`src/rtl/rca_chunked_seq.sv`:
```
// Multi-cycle ripple-carry adder/subtractor: adds CHUNK bits per clock and keeps the
// inter-slice carry in a register, behind valid/ready on both sides.
module rca_chunked_seq #(
  parameter int unsigned BITWIDTH = 32,
  parameter int unsigned CHUNK    = 8
) (
  input  logic                clk,
  input  logic                rst_n,
  input  logic                in_valid,
  output logic                in_ready,
  input  logic [BITWIDTH-1:0] bits_a,
  input  logic [BITWIDTH-1:0] bits_b,
  input  logic                carry_in,
  input  logic                sub,
  output logic                out_valid,
  input  logic                out_ready,
  output logic [BITWIDTH-1:0] sum,
  output logic                carry_out,
  output logic                overflow
);

  localparam int unsigned NUM_CHUNKS = BITWIDTH / CHUNK;
  localparam int unsigned IdxW       = (NUM_CHUNKS > 1) ? $clog2(NUM_CHUNKS) : 1;
  localparam logic [IdxW-1:0] LastIdx = IdxW'(NUM_CHUNKS - 1);
  localparam int unsigned Msb        = BITWIDTH - 1;

  if ((CHUNK == 0) || (BITWIDTH % CHUNK != 0)) begin : gen_param_check
    $fatal(1, "rca_chunked_seq: CHUNK must divide BITWIDTH");
  end

  typedef enum logic [1:0] {StIdle, StRun, StDone} state_e;

  state_e              state_q, state_d;
  logic [BITWIDTH-1:0] a_q, b_q, sum_q;
  logic                c_q, carry_out_q, overflow_q, out_valid_q;
  logic [IdxW-1:0]     idx_q;
  logic [CHUNK-1:0]    a_chunk, b_chunk;
  logic [CHUNK:0]      chunk_sum;
  logic                last_chunk;

  always_ff @(posedge clk or negedge rst_n) begin
    if (!rst_n) begin
      state_q <= StIdle;
    end else begin
      state_q <= state_d;
    end
  end

  always_comb begin
    state_d = state_q;
    unique case (state_q)
      StIdle:  if (in_valid)   state_d = StRun;
      StRun:   if (last_chunk) state_d = StDone;
      StDone:  if (out_ready)  state_d = StIdle;
      default:                 state_d = StIdle;
    endcase
  end

  always_comb begin
    in_ready  = (state_q == StIdle);
    out_valid = out_valid_q;
    sum       = sum_q;
    carry_out = carry_out_q;
    overflow  = overflow_q;
  end

  assign last_chunk = (idx_q == LastIdx);
  assign a_chunk    = a_q[32'(idx_q) * CHUNK +: CHUNK];
  assign b_chunk    = b_q[32'(idx_q) * CHUNK +: CHUNK];
  assign chunk_sum  = {1'b0, a_chunk} + {1'b0, b_chunk} + {{CHUNK{1'b0}}, c_q};

  always_ff @(posedge clk or negedge rst_n) begin
    if (!rst_n) begin
      a_q         <= '0;
      b_q         <= '0;
      c_q         <= 1'b0;
      idx_q       <= '0;
      sum_q       <= '0;
      carry_out_q <= 1'b0;
      overflow_q  <= 1'b0;
      out_valid_q <= 1'b0;
    end else begin
      out_valid_q <= (state_d == StDone);
      unique case (state_q)
        StIdle: begin
          if (in_valid) begin
            // Subtraction as A + ~B + 1; borrow-in folds into the inverted carry.
            a_q   <= bits_a;
            b_q   <= bits_b ^ {BITWIDTH{sub}};
            c_q   <= carry_in ^ sub;
            idx_q <= '0;
          end
        end
        StRun: begin
          sum_q[32'(idx_q) * CHUNK +: CHUNK] <= chunk_sum[CHUNK-1:0];
          c_q <= chunk_sum[CHUNK];
          if (last_chunk) begin
            carry_out_q <= chunk_sum[CHUNK];
            overflow_q  <= (a_q[Msb] == b_q[Msb]) && (chunk_sum[CHUNK-1] != a_q[Msb]);
          end else begin
            idx_q <= idx_q + 1'b1;
          end
        end
        default: ;
      endcase
    end
  end

endmodule
```
`config.mk`:
```
export PLATFORM = sky130hd
export DESIGN_NAME = rca_chunked_seq
export DESIGN_NICKNAME = d
export VERILOG_FILES = /design/src/rtl/rca_chunked_seq.sv
export SDC_FILE = /design/constraint.sdc
export NUM_CORES = 1
export LEC_CHECK = 0
export ABC_AREA = 1
export BUFFER_PORTS_ARGS = -buffer_cell sky130_fd_sc_hd__buf_4
export CORE_ASPECT_RATIO = 1.1
export CORE_MARGIN = 5
export CORE_UTILIZATION = 55
export CTS_CLUSTER_SIZE = 14
export DETAILED_ROUTE_END_ITERATION = 8
export GPL_TIMING_DRIVEN = 1
export MAX_ROUTING_LAYER = met4
export PLACE_DENSITY = 0.81
export SYNTH_ARGS = -nofsm -noshare
export SYNTH_HDL_FRONTEND = slang
export SYNTH_SLANG_ARGS = --single-unit
```
`constraint.sdc`:
```
create_clock -name clk -period 3.1 [get_ports clk]
set_input_delay 0.465 -clock clk [delete_from_list [all_inputs] [get_ports clk]]
set_output_delay 0.465 -clock clk [all_outputs]
set_load 0.01 [all_outputs]
```
==> results of run 1 <==
cell usage in the layout (no fill, tap or decap), types with 2 or more instances in the layout:
| master | Yosys | routed |
|---|---|---|
| nand2_1 | 224 | 224 |
| buf_4 | 1 | 111 |
| dfrtp_1 | 104 | 104 |
| o21ai_0 | 66 | 66 |
| nor2_1 | 38 | 38 |
| xnor2_1 | 34 | 34 |
| inv_1 | 24 | 24 |
| nand3_1 | 18 | 18 |
| o22ai_1 | 14 | 14 |
| ha_1 | 13 | 13 |
| o21ai_1 | 11 | 11 |
| clkbuf_8 | 0 | 9 |
| inv_2 | 7 | 7 |
| a21oi_1 | 5 | 5 |
| nand2_2 | 4 | 4 |
| nand4_1 | 4 | 4 |
| a22o_1 | 3 | 3 |
| a32oi_1 | 2 | 2 |
| or2_2 | 2 | 2 |
| xor2_1 | 2 | 2 |
| fa_1 | 2 | 2 |
| inv_6 | 0 | 2 |
| inv_8 | 0 | 2 |
cells by family after synthesis:
group	Yosys count
buf+inv	60
flops	104
xor+xnor	36
simple gates	295
fa+ha+maj	15
compound gates	103
routing by layer:
metal | track usage [%] | share of wire [%] | vias to the layer above
met5 | - | 0 | -
met1 | 31.6 | 41 | 2041
met4 | 7.70 | 2.4 | 0
met2 | 39.6 | 51 | 145
met3 | 3.26 | 5.2 | 30
li1 | - | - | 2152
final cells by class:
type | count | area share [%]
clock buffers | 9 | 1.99
inverters | 32 | 1.93
clock inverters | 7 | 1.39
flip-flops and latches | 104 | 41.8
multi-input cells | 449 | 36.8
repair buffers | 112 | 13.7
well taps | 117 | 2.35
worst register-to-register path: stages (launching register included):
cell and delay, ns:
dfrtp_1 0.36, buf_4 0.42, o21ai_0 0.17, o22ai_1 0.22, fa_1 0.23, inv_1 0.06, fa_1 0.46, inv_1 0.07
nand2_1 0.05, nand2_1 0.08, nand2_1 0.07, xor2_1 0.15, nor2_1 0.23, nand3_1 0.11, nand2_1 0.08
flip-flops by register name (all words and copies together) (netlist names):
signal / flops
a_q: 32
b_q: 32
c_q: 1
carry_out: 1
idx_q: 2
out_valid: 1
overflow: 1
state_q: 2
sum: 32
final timing paths:
kind	start	endpoint	slack [ns]	depth (start not counted)
max	idx_q[0]	sum[28]	0.29	14
max reg2reg	idx_q[0]	sum[28]	0.29	14
min in group clk	bits_a[30]	a_q[30]	0.27	3
min reg2reg	a_q[10]	a_q[10]	0.49	2
min	rst_n	carry_out	0.08	1
max in group asynchronous	rst_n	b_q[24]	2.17	2
stage by stage:
stage	setup slack [ns]	util (%)	cell area [um2]
2_1_floorplan	0.386	-	5140
3_3_place_gp	0.414	64.9	6010
3_5_place_dp	0.359	64.9	6010
4_1_cts	0.331	67.2	6220
5_1_grt	0.0189	67.2	6220
6_report	0.294	67.2	6220
power by group through the flow:
stage	clock network (mW)	registers [mW]	logic, mW
after global placement	0	2.38	3.59
after CTS	0.910	2.37	3.71
final	0.909	2.36	3.73
after detailed placement	0	2.39	3.70
after global routing	0.969	2.43	4.22
after floorplan	0	2.32	2.50
==> results.sh, run 1 <==
export IMPL_cts_buffer_depth=2
export IMPL_slowest_stage="fa_1"
export IMPL_slew_headroom_pct=46.6
export IMPL_die_area_um2=11400
export IMPL_wl_per_cell_um=15.3
export IMPL_postCtsHoldBufs=0
export IMPL_skew_ns=0.0146
export IMPL_dp_hpwl_mm=9.52
export IMPL_fp_dieW_um=102
export IMPL_synth_largest_area_cell="dfrtp_1"
export IMPL_die_h_um=111
export IMPL_p_int_mw=3.73
export IMPL_ir_drop_mv=0.409
export IMPL_post_cts_buffers=0
export IMPL_pwr_share_comb_pct=53.3
export IMPL_drive_gt1_share_pct=20.6
export IMPL_critPathArrivalTime_ns=3.13
export IMPL_ctsHtreeMaxLevel=3
export IMPL_clkTransAtPathRegs_ns=0.11
export IMPL_clock_sinks=104
export IMPL_synth_ff_type="dfrtp_1"
export IMPL_worst_path_max_fanout=47
export IMPL_grt_pass1_wl_mm=21.3
export IMPL_cp_slowest_stage_delay_ns=0.46
export IMPL_initial_core_util_pct=55.5
export IMPL_grt_max_degree=94
export IMPL_worstMarginPinSlew_ns=0.801
export IMPL_fin_crit_ns=2.81
export IMPL_grt_pass1_vias=4366
export IMPL_ctsResizeCount=0
export IMPL_track_usage_pct=24.3
export IMPL_numPlacedInstances=814
export IMPL_seqCellArea_um2=2600
export IMPL_drt_first_pass_iters=5
export IMPL_worst_ep_required_time_ns=3.43
export IMPL_cp_top_family="adder cells"
export IMPL_port_buffers=105
export IMPL_route_detailed_drc=0
export IMPL_wirelength_mm=12.7
export IMPL_antenna_found_initial=0
export IMPL_setup_viol=0
export IMPL_num_vias=4368
export IMPL_setup_tns_final_ns=0
export IMPL_coreArea_um2=9260
export IMPL_fin_cells=830
export IMPL_status="finished clean"
export IMPL_synth_compound_area_share_pct=10.9
export IMPL_rsz0062_at_grt="false"
export IMPL_synth_nets=698
export IMPL_synth_top_family_by_area="simple AND/OR/NAND/NOR gates"
export IMPL_powerDensity_nw_per_um2=1130
export IMPL_overflow=0
export IMPL_synth_seq_cells=104
export IMPL_cts_buffers=9
export IMPL_power_frac_clock_pct=13.0
export IMPL_rows=37
export IMPL_async_flop_share_pct=100
export IMPL_cp_end_kind="register"
export IMPL_synth_area_um2=5140
export IMPL_max_freq_ghz=0.356
export IMPL_synthMostInstantiatedCell="nand2_1"
export IMPL_synthTopCellsByArea="dfrtp_1 51%, nand2_1 16%, o21ai_0 6.4%, xnor2_1 5.8%, ha_1 3.2%"
export IMPL_cap_violations=0
export IMPL_synthTopCellsByCount="224 x nand2_1, 104 x dfrtp_1, 66 x o21ai_0, 38 x nor2_1, 34 x xnor2_1"
export IMPL_leakagePower_nw=3.22
export IMPL_yosysWarnings=0
export IMPL_multi_input_area_um2=2290
export IMPL_antenna_cells=0
export IMPL_hold_worst_slack_ns=0.0768
export IMPL_nets=793
export IMPL_cp_start_kind="register"
export IMPL_switching_share_pct=46.7
export IMPL_place_congestion=0.953
export IMPL_synthSimpleGateAreaFrac_pct=23.6
export IMPL_cts_root_buf="clkbuf_8"
export IMPL_avgSynthCellArea_um2=8.38
export IMPL_crit_chain="buf_4 > o21ai_0 > o22ai_1 > fa_1 > inv_1 > fa_1 > inv_1 > nand2_1 > nand2_1 > nand2_1 > xor2_1 > nor2_1 > nand3_1 > nand2_1"
export IMPL_synth_mux_area_share_pct=0
export IMPL_worstSetupPathType="reg2reg"
export IMPL_p_seq_share_pct=33.7
export IMPL_synth_top_area_share_pct=50.7
export IMPL_syn_inst=613
export IMPL_power_mw=7.00
export IMPL_syn_to_final_growth_pct=21.1
export IMPL_min_path_type="in2async"
export IMPL_drt_iter0_drc=295
export IMPL_synth_cell_types=31
export IMPL_clk_latency_ns=0.38
export IMPL_yosysSeqAreaShare_pct=50.7
export IMPL_cp_common_cell="nand2_1"
export IMPL_fill_cells=796
export IMPL_crit_buf_inv=3
export IMPL_cts_tree="yes"
export IMPL_viasPerCell=5.26
export IMPL_synthAdderAreaFrac_pct=3.95
export IMPL_synth_xor_area_share_pct=6.14
export IMPL_ios=106
export IMPL_antenna_left=0
export IMPL_period_share_pct=90.5
export IMPL_synth_edf_count=0
export IMPL_slew_viol_final=0
export IMPL_p_switching_mw=3.27
export IMPL_hold_viol=0
(Power assumes the default switching activity.)
==> inputs of run 2 (changes only) <==
- CTS_BUF_LIST: default -> sky130_fd_sc_hd__clkbuf_4 sky130_fd_sc_hd__clkbuf_8
- HOLD_SLACK_MARGIN: default -> 0.12
==> run 2 against run 1 <==
- first-iteration DRC count shrank 5.1%
- non-clock buffer count grew 1
- cell count grew 0.12%
- global-route usage is the same
- utilization grew 0.11 points
- via count grew 1.0%
- wire length grew 0.64%
- combinational power is essentially flat
- critical endpoint unchanged
- largest cell class unchanged
==> results.sh, run 2 (synthesis gave the netlist of run 1 again) <==
export IMPL_status="finished clean"
export IMPL_fp_dieW_um=102
export IMPL_max_freq_ghz=0.358
export IMPL_clk_latency_ns=0.38
export IMPL_place_congestion=0.953
export IMPL_drt_iter0_drc=280
export IMPL_cp_slowest_stage_delay_ns=0.46
export IMPL_cp_end_kind="register"
export IMPL_cap_violations=0
export IMPL_drt_first_pass_iters=7
export IMPL_met2_usage_pct=39.6
export IMPL_drive_gt1_share_pct=20.6
export IMPL_clock_sinks=104
export IMPL_clkTransAtPathRegs_ns=0.12
export IMPL_cts_buffers=9
export IMPL_route_detailed_drc=0
export IMPL_grt_pass1_wl_mm=21.3
export IMPL_antenna_cells=0
export IMPL_overflow=0
export IMPL_r2r_end="sum[28]"
export IMPL_worstSetupPathType="reg2reg"
export IMPL_powerDensity_nw_per_um2=1130
export IMPL_antenna_found_initial=0
export IMPL_crit_buf_inv=3
export IMPL_cts_buffer_depth=2
export IMPL_nets=794
export IMPL_ctsHtreeMaxLevel=3
export IMPL_cp_top_family="adder cells"
export IMPL_ir_drop_mv=0.403
export IMPL_slew_headroom_pct=46.8
export IMPL_hp_start="bits_a[30]"
export IMPL_slowest_stage="fa_1"
export IMPL_post_cts_buffers=0
export IMPL_initial_core_util_pct=55.5
export IMPL_syn_to_final_growth_pct=21.3
export IMPL_grt_use_met3_pct=3.26
export IMPL_min_path_type="in2reg"
export IMPL_setup_tns_final_ns=0
export IMPL_ctsResizeCount=0
export IMPL_num_vias=4413
export IMPL_track_usage_pct=24.3
export IMPL_reg2reg_from="idx_q[0]"
export IMPL_worst_ep_required_time_ns=3.43
export IMPL_rows=37
export IMPL_crit_chain="buf_4 > o21ai_0 > o22ai_1 > fa_1 > inv_1 > fa_1 > inv_1 > nand2_1 > nand2_1 > nand2_1 > xor2_1 > nor2_1 > nand3_1 > nand2_1"
export IMPL_fill_cells=795
export IMPL_cts_tree="yes"
export IMPL_slew_viol_final=0
export IMPL_antenna_left=0
export IMPL_worst_path_max_fanout=47
export IMPL_skew_ns=0.0158
export IMPL_cp_start_kind="register"
export IMPL_port_buffers=105
export IMPL_final_cell_mix="224 x nand2_1, 111 x buf_4, 104 x dfrtp_1, 66 x o21ai_0, 38 x nor2_1"
export IMPL_cts_root_buf="clkbuf_8"
export IMPL_die_area_um2=11400
export IMPL_fin_area_um2=6230
export IMPL_dp_hpwl_mm=9.52
export IMPL_placedInstanceArea_um2=6010
export IMPL_whs_path_depth=3
export IMPL_hold_viol=0
export IMPL_met1_usage_pct=31.6
export IMPL_worst_r2r_cell_count=14
export IMPL_coreArea_um2=9260
export IMPL_grt_busiest_layer="met2"
export IMPL_die_h_um=111
export IMPL_cp_common_cell="nand2_1"
export IMPL_worstMarginPinSlew_ns=0.798
export IMPL_ios=106
export IMPL_leakagePower_nw=3.23
export IMPL_grt_max_degree=94
export IMPL_postCtsHoldBufs=1
export IMPL_viasPerCell=5.31
export IMPL_wl_per_cell_um=15.4
export IMPL_grt_pass1_vias=4372
export IMPL_layout_commonest_cell="nand2_1"
export IMPL_setup_viol=0
export IMPL_wirelength_mm=12.8
export IMPL_critPathArrivalTime_ns=3.12
export IMPL_r2r_slack_ns=0.31
export IMPL_hold_end="a_q[30]"
export IMPL_period_share_pct=90.1
export IMPL_rsz0062_at_grt="false"
export IMPL_fin_crit_ns=2.79
-- run 2: routing by layer --
| layer | vias to the layer above | routed length (um) |
|---|---|---|
| met5 | - | 0 |
| met1 | 2078 | 5340 |
| li1 | 2160 | - |
| met2 | 146 | 6450 |
| met3 | 29 | 653 |
| met4 | 0 | 312 |
-- run 2: worst reg2reg max path: stages, from the launching register on --
cell and delay, ns:
dfrtp_1 0.36, buf_4 0.42, o21ai_0 0.17, o22ai_1 0.22
fa_1 0.23, inv_1 0.06, fa_1 0.46, inv_1 0.07
nand2_1 0.05, nand2_1 0.08, nand2_1 0.07, xor2_1 0.15
nor2_1 0.22, nand3_1 0.11, nand2_1 0.08
-- run 2: cell type report --
type | count | area [um2] | area share (%)
inverters | 32 | 120 | 1.93
clock inverters | 7 | 86.3 | 1.39
flip-flops and latches | 104 | 2600 | 41.8
well taps | 117 | 146 | 2.35
multi-input cells | 449 | 2290 | 36.7
repair buffers | 113 | 863 | 13.9
clock buffers | 9 | 124 | 1.99
-- run 2: where the power goes --
| group | internal [mW] | leakage (nW) | switching, mW |
|---|---|---|---|
| registers | 1.95 | 1.34 | 0.411 |
| logic | 1.39 | 1.78 | 2.35 |
| clock network | 0.392 | 0.104 | 0.516 |
-- run 2: worst max path at each step --
stage / to / from / cells past startpoint
6_report: sum[28] / idx_q[0] / 14
5_1_grt: sum[12] / idx_q[1] / 14
4_1_cts: sum[12] / idx_q[0] / 14
3_5_place_dp: sum[12] / idx_q[0] / 14
3_3_place_gp: sum[28] / idx_q[0] / 14
2_1_floorplan: sum[14] / idx_q[0] / 17
-- run 2: metrics by stage --
step / utilization [%] / power, mW / instances / hold slack, ns / setup WS [ns]
2_1_floorplan: - / 4.82 / 613 / 0.169 / 0.386
3_3_place_gp: 64.9 / 5.97 / 814 / 0.458 / 0.414
3_5_place_dp: 64.9 / 6.09 / 814 / 0.461 / 0.359
4_1_cts: 67.3 / 6.99 / 831 / 0.275 / 0.331
5_1_grt: 67.3 / 7.62 / 831 / 0.271 / 0.0189
6_report: 67.3 / 7.01 / 831 / 0.274 / 0.306
==> inputs of run 3 (changes only) <==
- PLACE_DENSITY: 0.81 -> 0.8
- clock period: 3.1 -> 3.2 ns (I/O delays scaled with it)
==> run 3 against run 2 <==
- clock-buffer cell count increased by 2
- utilization decreased by 0.20 points
- total power shrank 3.5%
- combinational power shrank 2%
- global-route usage rose by 0.59 points
- via count up 0.93%
- register-to-register slack improved by 0.05 ns
- cell count shrank 0.12%
==> results.sh, run 3 (synthesis gave the netlist of run 1 again) <==
export IMPL_cp_end_kind="register"
export IMPL_overflow=0
export IMPL_final_cell_mix="224 x nand2_1, 111 x buf_4, 104 x dfrtp_1, 66 x o21ai_0, 38 x nor2_1"
export IMPL_drt_first_pass_iters=4
export IMPL_worst_path_max_fanout=47
export IMPL_skew_ns=0.00992
export IMPL_grt_max_degree=97
export IMPL_syn_to_final_growth_pct=20.9
export IMPL_worstSetupPathType="reg2reg"
export IMPL_viasPerCell=5.37
export IMPL_place_congestion=0.977
export IMPL_status="finished clean"
export IMPL_critPathArrivalTime_ns=3.16
export IMPL_ctsResizeCount=0
export IMPL_fp_dieW_um=102
export IMPL_antenna_left=0
export IMPL_nets=793
export IMPL_grt_pass1_vias=4452
export IMPL_slew_headroom_pct=45.2
export IMPL_period_share_pct=89.0
export IMPL_clkTransAtPathRegs_ns=0.10
export IMPL_track_usage_pct=24.9
export IMPL_grt_pass1_wl_mm=21.7
export IMPL_leakagePower_nw=3.22
export IMPL_numPlacedInstances=814
export IMPL_worst_ep_required_time_ns=3.51
export IMPL_wirelength_mm=13.0
export IMPL_power_mw=6.77
export IMPL_slew_viol_final=0
export IMPL_worstMarginPinSlew_ns=0.821
export IMPL_ctsHtreeMaxLevel=3
export IMPL_clock_sinks=104
export IMPL_max_freq_ghz=0.351
export IMPL_layout_commonest_cell="nand2_1"
export IMPL_route_detailed_drc=0
export IMPL_antenna_cells=0
export IMPL_drive_gt1_share_pct=20.6
export IMPL_powerDensity_nw_per_um2=1090
export IMPL_clk_latency_ns=0.37
export IMPL_num_vias=4454
export IMPL_cap_violations=0
export IMPL_cts_tree="yes"
export IMPL_cts_root_buf="clkbuf_8"
export IMPL_post_cts_buffers=0
export IMPL_hold_viol=0
export IMPL_antenna_found_initial=0
export IMPL_ios=106
export IMPL_placedInstanceArea_um2=6010
export IMPL_min_path_type="in2async"
export IMPL_port_buffers=105
export IMPL_fin_area_um2=6210
export IMPL_die_area_um2=11400
export IMPL_fin_cells=830
export IMPL_setup_viol=0
export IMPL_rows=37
export IMPL_die_h_um=111
export IMPL_initial_core_util_pct=55.5
export IMPL_fill_cells=775
export IMPL_dp_hpwl_mm=9.84
export IMPL_fin_util_pct=67.1
export IMPL_cp_start_kind="register"
export IMPL_fin_crit_ns=2.85
export IMPL_ir_drop_mv=0.437
export IMPL_coreArea_um2=9260
export IMPL_wl_per_cell_um=15.7
export IMPL_cts_buffers=9
export IMPL_rsz0062_at_grt="false"
export IMPL_setup_tns_final_ns=0
export IMPL_cts_buffer_depth=2
export IMPL_postCtsHoldBufs=0
export IMPL_drt_iter0_drc=283
==> run 3: layout make-up <==
class                   instances  area (um2)  area share (%)
clock inverters                 5        56.3           0.906
well taps                     117         146            2.36
repair buffers                112         853            13.7
clock buffers                  11         145            2.34
multi-input cells             449        2290            36.9
inverters                      32         120            1.93
flip-flops and latches        104        2600            41.9
==> run 3: worst max-delay path, stage by stage, from the launching register on <==
cell and delay [ns]:
dfrtp_1 0.36, buf_4 0.41, o21ai_0 0.16, o22ai_1 0.23, fa_1 0.24, inv_1 0.06
fa_1 0.45, inv_1 0.07, nand2_1 0.05, nand2_1 0.09, nand2_1 0.07, xor2_1 0.16
nor2_1 0.20, nand3_1 0.10, nand2_1 0.10
==> run 3: report_power, final <==
group / total, mW / switching (mW) / internal, mW
combinational: 3.65 / 2.31 / 1.34
clock: 0.835 / 0.444 / 0.391
sequential: 2.29 / 0.392 / 1.89
total: 6.77 / 3.15 / 3.62
==> run 3: worst paths after layout <==
kind | endpoint | slack (ns) | start | cells after the start
worst max-delay path | sum[12] | 0.35 | idx_q[0] | 14
min in group clk | a_q[27] | 0.29 | bits_a[27] | 3
max in group asynchronous | b_q[9] | 2.38 | rst_n | 2
worst min register to register | sum[23] | 0.49 | sum[23] | 2
worst max register to register | sum[12] | 0.35 | idx_q[0] | 14
worst min-delay path | state_q[1] | 0.11 | rst_n | 1
==> run 3: routing by layer <==
metal / track usage [%] / up-vias / part of all wire [%]
met5: - / - / 0
met4: 8.14 / 0 / 2.0
met3: 3.70 / 22 / 4.6
met2: 42.8 / 142 / 54
met1: 29.8 / 2135 / 40
li1: - / 2155 / -
==> run 3: metrics by stage <==
stage / worst slack, ns / hold slack (ns)
final: 0.353 / 0.110
after floorplan: 0.486 / 0.184
after CTS: 0.388 / 0.142
after detailed placement: 0.454 / 0.469
after global placement: 0.564 / 0.463
after global routing: 0.0373 / 0.171
